===== src/rtl/seg_pkg.sv =====
// Seven-segment glyph constants and the pattern-to-hex decoder shared by the reader.
// Purely combinational helpers; no latency of their own.
// No flow control: decode is a pure function of a 7-bit pattern.
package seg_pkg;

  // Patterns are {A,B,C,D,E,F,G}, A = MSB, bit = 1 means the segment is lit.
  localparam logic [6:0] GLYPH_BLANK = 7'h00;
  localparam logic [6:0] GLYPH_0 = 7'h7E;
  localparam logic [6:0] GLYPH_1 = 7'h30;
  localparam logic [6:0] GLYPH_2 = 7'h6D;
  localparam logic [6:0] GLYPH_3 = 7'h79;
  localparam logic [6:0] GLYPH_4 = 7'h33;
  localparam logic [6:0] GLYPH_5 = 7'h5B;
  localparam logic [6:0] GLYPH_6 = 7'h5F;
  localparam logic [6:0] GLYPH_7 = 7'h70;
  localparam logic [6:0] GLYPH_8 = 7'h7F;
  localparam logic [6:0] GLYPH_9 = 7'h7B;
  localparam logic [6:0] GLYPH_A = 7'h77;
  localparam logic [6:0] GLYPH_B = 7'h1F;
  localparam logic [6:0] GLYPH_C = 7'h4E;
  localparam logic [6:0] GLYPH_D = 7'h3D;
  localparam logic [6:0] GLYPH_E = 7'h4F;
  localparam logic [6:0] GLYPH_F = 7'h47;

  typedef enum logic [1:0] {
    KIND_BLANK = 2'd0,
    KIND_VALID = 2'd1,
    KIND_ERR   = 2'd2
  } seg_kind_t;

  // Returns {kind[1:0], value[3:0]}; value is 0 for blank/err patterns.
  function automatic logic [5:0] seg_decode(input logic [6:0] i_pat);
    case (i_pat)
      GLYPH_0:     return {KIND_VALID, 4'h0};
      GLYPH_1:     return {KIND_VALID, 4'h1};
      GLYPH_2:     return {KIND_VALID, 4'h2};
      GLYPH_3:     return {KIND_VALID, 4'h3};
      GLYPH_4:     return {KIND_VALID, 4'h4};
      GLYPH_5:     return {KIND_VALID, 4'h5};
      GLYPH_6:     return {KIND_VALID, 4'h6};
      GLYPH_7:     return {KIND_VALID, 4'h7};
      GLYPH_8:     return {KIND_VALID, 4'h8};
      GLYPH_9:     return {KIND_VALID, 4'h9};
      GLYPH_A:     return {KIND_VALID, 4'hA};
      GLYPH_B:     return {KIND_VALID, 4'hB};
      GLYPH_C:     return {KIND_VALID, 4'hC};
      GLYPH_D:     return {KIND_VALID, 4'hD};
      GLYPH_E:     return {KIND_VALID, 4'hE};
      GLYPH_F:     return {KIND_VALID, 4'hF};
      GLYPH_BLANK: return {KIND_BLANK, 4'h0};
      default:     return {KIND_ERR, 4'h0};
    endcase
  endfunction

endpackage


===== src/rtl/seg_digit_filter.sv =====
// One digit: 2-flop pin synchroniser, stability filter, accepted-pattern register and decode.
// Outputs change STABLE_CYCLES+2 edges after the first sampling edge of a held pin change.
// No backpressure: pins are sampled every cycle; o_change is a single-cycle pulse.
//
// Ports: i_clk/i_rst_n clock and async active-low reset; i_pins raw segment pins {A..G};
//        o_digit last legal hex value; o_valid/o_blank/o_err one-hot pattern class;
//        o_change pulses when the accepted pattern differs from the previous one.
module seg_digit_filter
  import seg_pkg::*;
#(
  parameter int STABLE_CYCLES  = 250000,
  parameter bit SEG_ACTIVE_LOW = 1'b1
) (
  input  logic       i_clk,
  input  logic       i_rst_n,
  input  logic [6:0] i_pins,
  output logic [3:0] o_digit,
  output logic       o_valid,
  output logic       o_blank,
  output logic       o_err,
  output logic       o_change
);

  // Pin level of an unlit segment; also the normalisation mask.
  localparam logic [6:0]  UNLIT      = {7{SEG_ACTIVE_LOW}};
  localparam logic [19:0] STABLE_MAX = 20'(STABLE_CYCLES);

  logic [6:0]  r_sync1, r_sync2;
  logic [6:0]  r_cand, r_acc;
  logic [19:0] r_cnt;
  logic [6:0]  w_pattern;
  logic        w_accept;
  logic [5:0]  w_dec;
  seg_kind_t   w_kind;

  // Synchroniser resets to the unlit level so the post-reset pattern is blank.
  always_ff @(posedge i_clk or negedge i_rst_n) begin
    if (!i_rst_n) begin
      r_sync1 <= UNLIT;
      r_sync2 <= UNLIT;
    end else begin
      r_sync1 <= i_pins;
      r_sync2 <= r_sync1;
    end
  end

  assign w_pattern = r_sync2 ^ UNLIT;

  // Acceptance fires on the single STABLE_MAX-1 -> STABLE_MAX step; saturation
  // keeps it from re-firing while the pattern keeps holding.
  assign w_accept = (w_pattern == r_cand) && (r_cnt == STABLE_MAX - 20'd1);

  always_ff @(posedge i_clk or negedge i_rst_n) begin
    if (!i_rst_n) begin
      r_cand <= GLYPH_BLANK;
      r_cnt  <= 20'd0;
    end else if (w_pattern != r_cand) begin
      r_cand <= w_pattern;
      r_cnt  <= 20'd0;
    end else if (r_cnt < STABLE_MAX) begin
      r_cnt  <= r_cnt + 20'd1;
    end
  end

  assign w_dec  = seg_decode(r_cand);
  assign w_kind = seg_kind_t'(w_dec[5:4]);

  // A glitch that settles back onto the accepted glyph is re-accepted silently.
  always_ff @(posedge i_clk or negedge i_rst_n) begin
    if (!i_rst_n) begin
      r_acc    <= GLYPH_BLANK;
      o_digit  <= 4'h0;
      o_valid  <= 1'b0;
      o_blank  <= 1'b1;
      o_err    <= 1'b0;
      o_change <= 1'b0;
    end else begin
      o_change <= 1'b0;
      if (w_accept && (r_cand != r_acc)) begin
        r_acc    <= r_cand;
        o_change <= 1'b1;
        o_valid  <= (w_kind == KIND_VALID);
        o_blank  <= (w_kind == KIND_BLANK);
        o_err    <= (w_kind == KIND_ERR);
        // digit keeps the last legal value across blank/illegal patterns
        if (w_kind == KIND_VALID) begin
          o_digit <= w_dec[3:0];
        end
      end
    end
  end

endmodule


===== src/rtl/seven_seg_reader.sv =====
// Reads a two-digit seven-segment bus back into hex nibbles with per-digit debounce.
// update strobes STABLE_CYCLES+3 edges after the first sampling edge of a held change.
// No backpressure: update is a one-cycle strobe; change_count wraps at 16 bits.
//
// Ports: clock/reset_n clock and async active-low reset; seg1_pins/seg2_pins raw pins {A..G};
//        digitN/validN/blankN/errN per-digit decode results; update change strobe;
//        change_count number of update strobes since reset.
module seven_seg_reader
  import seg_pkg::*;
#(
  parameter int STABLE_CYCLES  = 250000,
  parameter bit SEG_ACTIVE_LOW = 1'b1
) (
  input  logic        clock,
  input  logic        reset_n,
  input  logic [6:0]  seg1_pins,
  input  logic [6:0]  seg2_pins,
  output logic [3:0]  digit1,
  output logic [3:0]  digit2,
  output logic        valid1,
  output logic        valid2,
  output logic        blank1,
  output logic        blank2,
  output logic        err1,
  output logic        err2,
  output logic        update,
  output logic [15:0] change_count
);

  logic w_chg1, w_chg2, w_any_chg;

  seg_digit_filter #(
    .STABLE_CYCLES (STABLE_CYCLES),
    .SEG_ACTIVE_LOW(SEG_ACTIVE_LOW)
  ) u_digit1 (
    .i_clk   (clock),
    .i_rst_n (reset_n),
    .i_pins  (seg1_pins),
    .o_digit (digit1),
    .o_valid (valid1),
    .o_blank (blank1),
    .o_err   (err1),
    .o_change(w_chg1)
  );

  seg_digit_filter #(
    .STABLE_CYCLES (STABLE_CYCLES),
    .SEG_ACTIVE_LOW(SEG_ACTIVE_LOW)
  ) u_digit2 (
    .i_clk   (clock),
    .i_rst_n (reset_n),
    .i_pins  (seg2_pins),
    .o_digit (digit2),
    .o_valid (valid2),
    .o_blank (blank2),
    .o_err   (err2),
    .o_change(w_chg2)
  );

  // Simultaneous changes on both digits merge into a single strobe.
  assign w_any_chg = w_chg1 | w_chg2;

  always_ff @(posedge clock or negedge reset_n) begin
    if (!reset_n) begin
      update       <= 1'b0;
      change_count <= 16'h0000;
    end else begin
      update       <= w_any_chg;
      change_count <= change_count + {15'd0, w_any_chg};
    end
  end

endmodule

===== config.mk =====
export PLATFORM = sky130hd
export DESIGN_NAME = seven_seg_reader
export DESIGN_NICKNAME = d
export VERILOG_FILES = /design/src/rtl/seg_pkg.sv /design/src/rtl/seg_digit_filter.sv /design/src/rtl/seven_seg_reader.sv
export SDC_FILE = /design/constraint.sdc
export NUM_CORES = 1
export LEC_CHECK = 0
export ABC_AREA = 1
export CAP_MARGIN = 20
export CORE_ASPECT_RATIO = 1.75
export CORE_MARGIN = 10
export CORE_UTILIZATION = 38
export CTS_CLUSTER_SIZE = 25
export DETAILED_ROUTE_END_ITERATION = 8
export PLACE_DENSITY = 0.52
export SLEW_MARGIN = 0
export SYNTH_ARGS = -nofsm -noshare
export SYNTH_HDL_FRONTEND = slang
export SYNTH_SLANG_ARGS = --single-unit

===== constraint.sdc =====
create_clock -name clock -period 3.89 [get_ports clock]
set_input_delay 0.778 -clock clock [delete_from_list [all_inputs] [get_ports clock]]
set_output_delay 0.778 -clock clock [all_outputs]
set_load 0.05 [all_outputs]

Word level (Yosys, flattened, before mapping)
Index checks and enable logic that the tools add are counted.

Add/subtract/negate cells: 3. Order comparisons: 2. Equality and inequality tests: 44. Multiplexer cells: 8. Bitwise gates (word level): 3. Reduce and logical (&&, ||, !) cells: 12.

Operators with widths (number): $pmux 6 s17 (2); $eq 7x7->1 const B (24); $mux 20 (4); $eq 7x6->1 const B (6); $add 20x1->20 const B (2); $eq 20x18->1 const B (2); $lt 20x18->1 const B (2); $ne 7x7->1 (4); $add 16x1->16 (1); $eq 7x5->1 const B (2); $eq 7x7->1 (2); $logic_not 7->1 (2); $not 7->7 (2); $eq 2x1->1 const B (2); $eq 2x2->1 const B (2); $logic_and 1x1->1 (4); $logic_not 2->1 (2); $reduce_and 2->1 (2); $reduce_bool 2->1 (2); $mux 1 (2); $or 1x1->1 (1).

Register bits: 129. Input port bits: 16. Logic and storage cells: 94.

Depth between registers and ports, before layout
Depth in word-level cells: 5. Gate-level depth with buffers: 12. Mapped depth without buffers: 11.

Cells and area by module
Synthesis repeated with hierarchy kept, for this count alone.

Cells, all modules: 831. Area, all modules: 6775.2 µm².

By module, submodules not included: seg_digit_filter (times used 2, cells an instance 370, area each 2964.1 µm², sequential area each 1420.1 µm²); seven_seg_reader (times used 1, cells an instance 91, area each 847.1 µm², sequential area each 425.4 µm²).

Worst setup path after synthesis
OpenSTA, ideal clock, no wires.

Path kind: reg2reg. From: register change_count[0]. To: register change_count[14]. Library setup time: 0.141 ns. Arrival time: 1.864 ns. Required time: 3.749 ns. Setup slack: 1.885 ns. Cell stages (with the launch flop): 9. Period minus slack after synthesis: 2.005 ns. Cell sequence: dfrtp_1 > ha_1 > ha_1 > nand3_1 > nor2_1 > nand4_1 > nor2_1 > nand3_1 > xnor2_1.

Longest elaborated chain between the ends: 1.

Ends and longest elaborated chain: start, declared (RTL line seven_seg_reader.sv:27) `output logic [15:0] change_count`; start signal, assigned (RTL line seven_seg_reader.sv:69) `change_count <= change_count + {15'd0, w_any_chg};`; $add 16x1->16 (RTL line seven_seg_reader.sv:69).

Every way passes these cells. A chain may end at the register's enable or synchronous reset.

Worst setup path after layout
From: register u_digit2.o_blank. To: output port blank2.

RTL lines: start, declared (RTL line seg_digit_filter.sv:19) `output logic o_blank,`; start signal, assigned (RTL line seg_digit_filter.sv:83) `o_blank <= (w_kind == KIND_BLANK);`; end, declared (RTL line seven_seg_reader.sv:23) `output logic blank2,`.

No word-level cell between the ends.

==> flow_metrics.tcl <==
set metrics [dict create \
    synth_top_cells_by_area "dfrtp_1 (39%), dfstp_2 (12%), nand2_1 (12%), nor2_1 (6.5%), inv_1 (5.4%)" \
    cp_max_fo 2 \
    wl_per_cell_um 13.8 \
    synth_top_area_cell "dfrtp_1" \
    postCtsHoldBufs 0 \
    grt_max_degree 68 \
    post_cts_resized 0 \
    layout_setup_ws_ns 1.37 \
    place_ws_ns 1.32 \
    dieHeight_um 191 \
    final_layout_size_suffix_gt1_frac 0.102 \
    cts_tree "done" \
    synth_nets 805 \
    path_clk_slew_ns 0.07 \
    synth_top_area_share 0.389 \
    wirelength_mm 14.8 \
    ys_seq_area_frac 0.512 \
    synth_area_per_cell_um2 8.12 \
    gp_congestion 0.908 \
    rows 62 \
    synthFlopType "dfrtp_1" \
    ys_types 34 \
    use_met1 0.134 \
    start_util 0.388 \
    post-route-util 0.463 \
    clk_latency_ns 0.41 \
    synthesis.instances 785 \
    maxCapViolations 0 \
    die_x_um 118 \
    worst-path-buf-inv 1 \
    core_area_um2 16400 \
    antenna_found_initial 0 \
    skew_ns 0.0134 \
    slew_violations 0 \
    io_pins 47 \
    firstDrtPassIters 6 \
    numClockSinks 129 \
    grtUsageMet2 0.260 \
    fin_crit_sh 0.647 \
    clock.fmax_mhz 397 \
    min_period_ns 2.52 \
    p_seq_frac 0.463 \
    outcome "completed" \
    detail-route-antenna-nets 0 \
    dieArea_um2 22600 \
    busiest_layer "met2" \
    cts_buffer_depth 2 \
    ys_ff_latch 129 \
    crit_chain "clkdlybuf4s50_1" \
    hold_violations 0 \
    end_kind "primary output" \
    area_delta_synth_final_pct 19.5 \
    cp_data_required_time_ns 3.11 \
    drc 0 \
    p_leak_uw 0.00352 \
    cts_setup_buffers 0 \
    layout.nets 856 \
    route.vias.total 5142 \
    comb_power_share 0.038 \
    use_met3 0.0239 \
    max_stage_delay_ns 0.79 \
    setup_tns_ns 0 \
    path_class "register to primary output" \
    io_buffers 46 \
    synth_edf_count 0 \
    internal_power_uw 2260 \
    hold_path_class "register to register" \
    hpwl_mm 11.2 \
    cts_buffers 17 \
    rsz0062_at_grt "no" \
    grt_pass1_vias 5221 \
    first_iter_violations 336 \
    cp.arrival_ns 1.74 \
    cp_slowest_cell "clkdlybuf4s50_1" \
    p_switching_uw 761 \
    grt_pass1_wl_mm 24.9 \
    htreeDepth 4 \
    gr-total-overflow 0 \
    vdd.ir_drop.worst_uv 233 \
    mappedNetlistArea_um2 6380 \
    worst_slew_pin_slew_ns 0.886 \
    netSwitchingFraction 0.252 \
    async_flop_share 1.00 \
    maxSlewHeadroom 0.409 \
    setup_viol 0 \
    ctsRootBufferMaster "clkbuf_16" \
    cp_top_family "buffers and inverters" \
    vias_per_cell 4.79 \
    yosys_warnings 0 \
    n_antenna_cell 0 \
    grt.total_usage 0.134 \
    clkPwrFrac 0.499 \
    powerDensity_nw_per_um2 397 \
    cp-start-kind "register" \
]
[metrics by stage]
step / hold slack, ns / instance area (um^2) / power, uW / cells
3_3_place_gp: 0.346 / 7060 / 1540 / 1041
5_1_grt: 0.357 / 7620 / 3150 / 1073
2_1_floorplan: 0.345 / 6380 / 1480 / 785
4_1_cts: 0.355 / 7620 / 3080 / 1073
3_5_place_dp: 0.347 / 7060 / 1540 / 1041
6_report: 0.354 / 7620 / 3020 / 1073
[synth_stat cells, drive strengths merged, types with 2 or more instances]
library cell and count:
a21oi 13, buf 13, clkbuf 4, dfrtp 99, dfstp 30, ha 4
inv 96, nand2 202, nand3 63, nand3b 4, nand4 19, nor2 116
nor3 23, o21ai 36, or2 2, xnor2 23, xor2 31
[placed cells by master, fill, tap and decap left out, types with 2 or more instances in the layout]
master / instances
nand2_1: 201
nor2_1: 111
dfrtp_1: 99
inv_1: 91
nand3_1: 62
clkdlybuf4s50_1: 45
xor2_1: 31
dfstp_2: 30
o21ai_0: 27
xnor2_1: 23
nor3_1: 23
nand4_1: 19
clkbuf_16: 17
a21oi_1: 13
o21ai_2: 7
inv_2: 5
inv_6: 5
inv_8: 5
nand3b_1: 4
ha_1: 4
nor2_2: 3
clkinvlp_4: 3
buf_4: 3
nor2_4: 2
o21ai_1: 2
or2_2: 2
[routing by layer]
metal  up-vias  share of wire
li1       2573              -
met1      2428           0.38
met3        36          0.028
met2       105           0.56
met4         0          0.033
met5         -              0
[cell families (layout without fill, tap and decap cells)]
logic type / after synthesis / after routing / share of synthesized area
compound gates: 51 / 51 / 0.0451
xor+xnor: 54 / 54 / 0.0742
buf+inv: 114 / 178 / 0.0718
flops: 129 / 129 / 0.512
fa+ha+maj: 4 / 4 / 0.00785
simple gates: 433 / 433 / 0.289
[state kept, by name (all words and copies together), names as in the netlist, 4 cells and up]
name,cells
u_digit1.r_sync2,7
u_digit2.r_acc,7
u_digit1.r_sync1,7
u_digit1.r_cnt,20
u_digit1.r_acc,7
u_digit2.r_sync2,7
u_digit2.r_cnt,20
u_digit2.r_cand,7
u_digit1.o_digit,4
u_digit1.r_cand,7
u_digit2.r_sync1,7
change_count,16
u_digit2.o_digit,4
[power groups by stage]
stage / combinational, uW / clock, uW / sequential, uW
2_1_floorplan: 70.4 / 0 / 1410
3_3_place_gp: 116 / 0 / 1420
3_5_place_dp: 118 / 0 / 1420
4_1_cts: 118 / 1560 / 1400
5_1_grt: 131 / 1620 / 1400
6_report: 114 / 1510 / 1400
[worst paths after layout]
check                               startpoint                   to  slack [ns]  cells after the start
min                        u_digit2.r_sync1[3]  u_digit2.r_sync2[3]        0.35                      0
max reg2reg                 u_digit2.r_cand[1]       u_digit2.o_err        1.37                      9
max in group asynchronous              reset_n     u_digit1.o_blank        2.58                      2
min reg2reg                u_digit2.r_sync1[3]  u_digit2.r_sync2[3]        0.35                      0
min in group asynchronous              reset_n   u_digit2.r_cnt[15]        0.46                      1
max                           u_digit2.o_blank               blank2        1.37                      1
[final cells by class]
cell class / count / area [um^2]
clock buffer: 17 / 425
fill: 1694 / 8830
inverter: 97 / 364
tap: 224 / 280
sequential: 129 / 3270
timing repair buffer: 49 / 493
multi-input combinational: 542 / 2650
clock inverter: 15 / 136
Power figures use the tool's default switching activity.
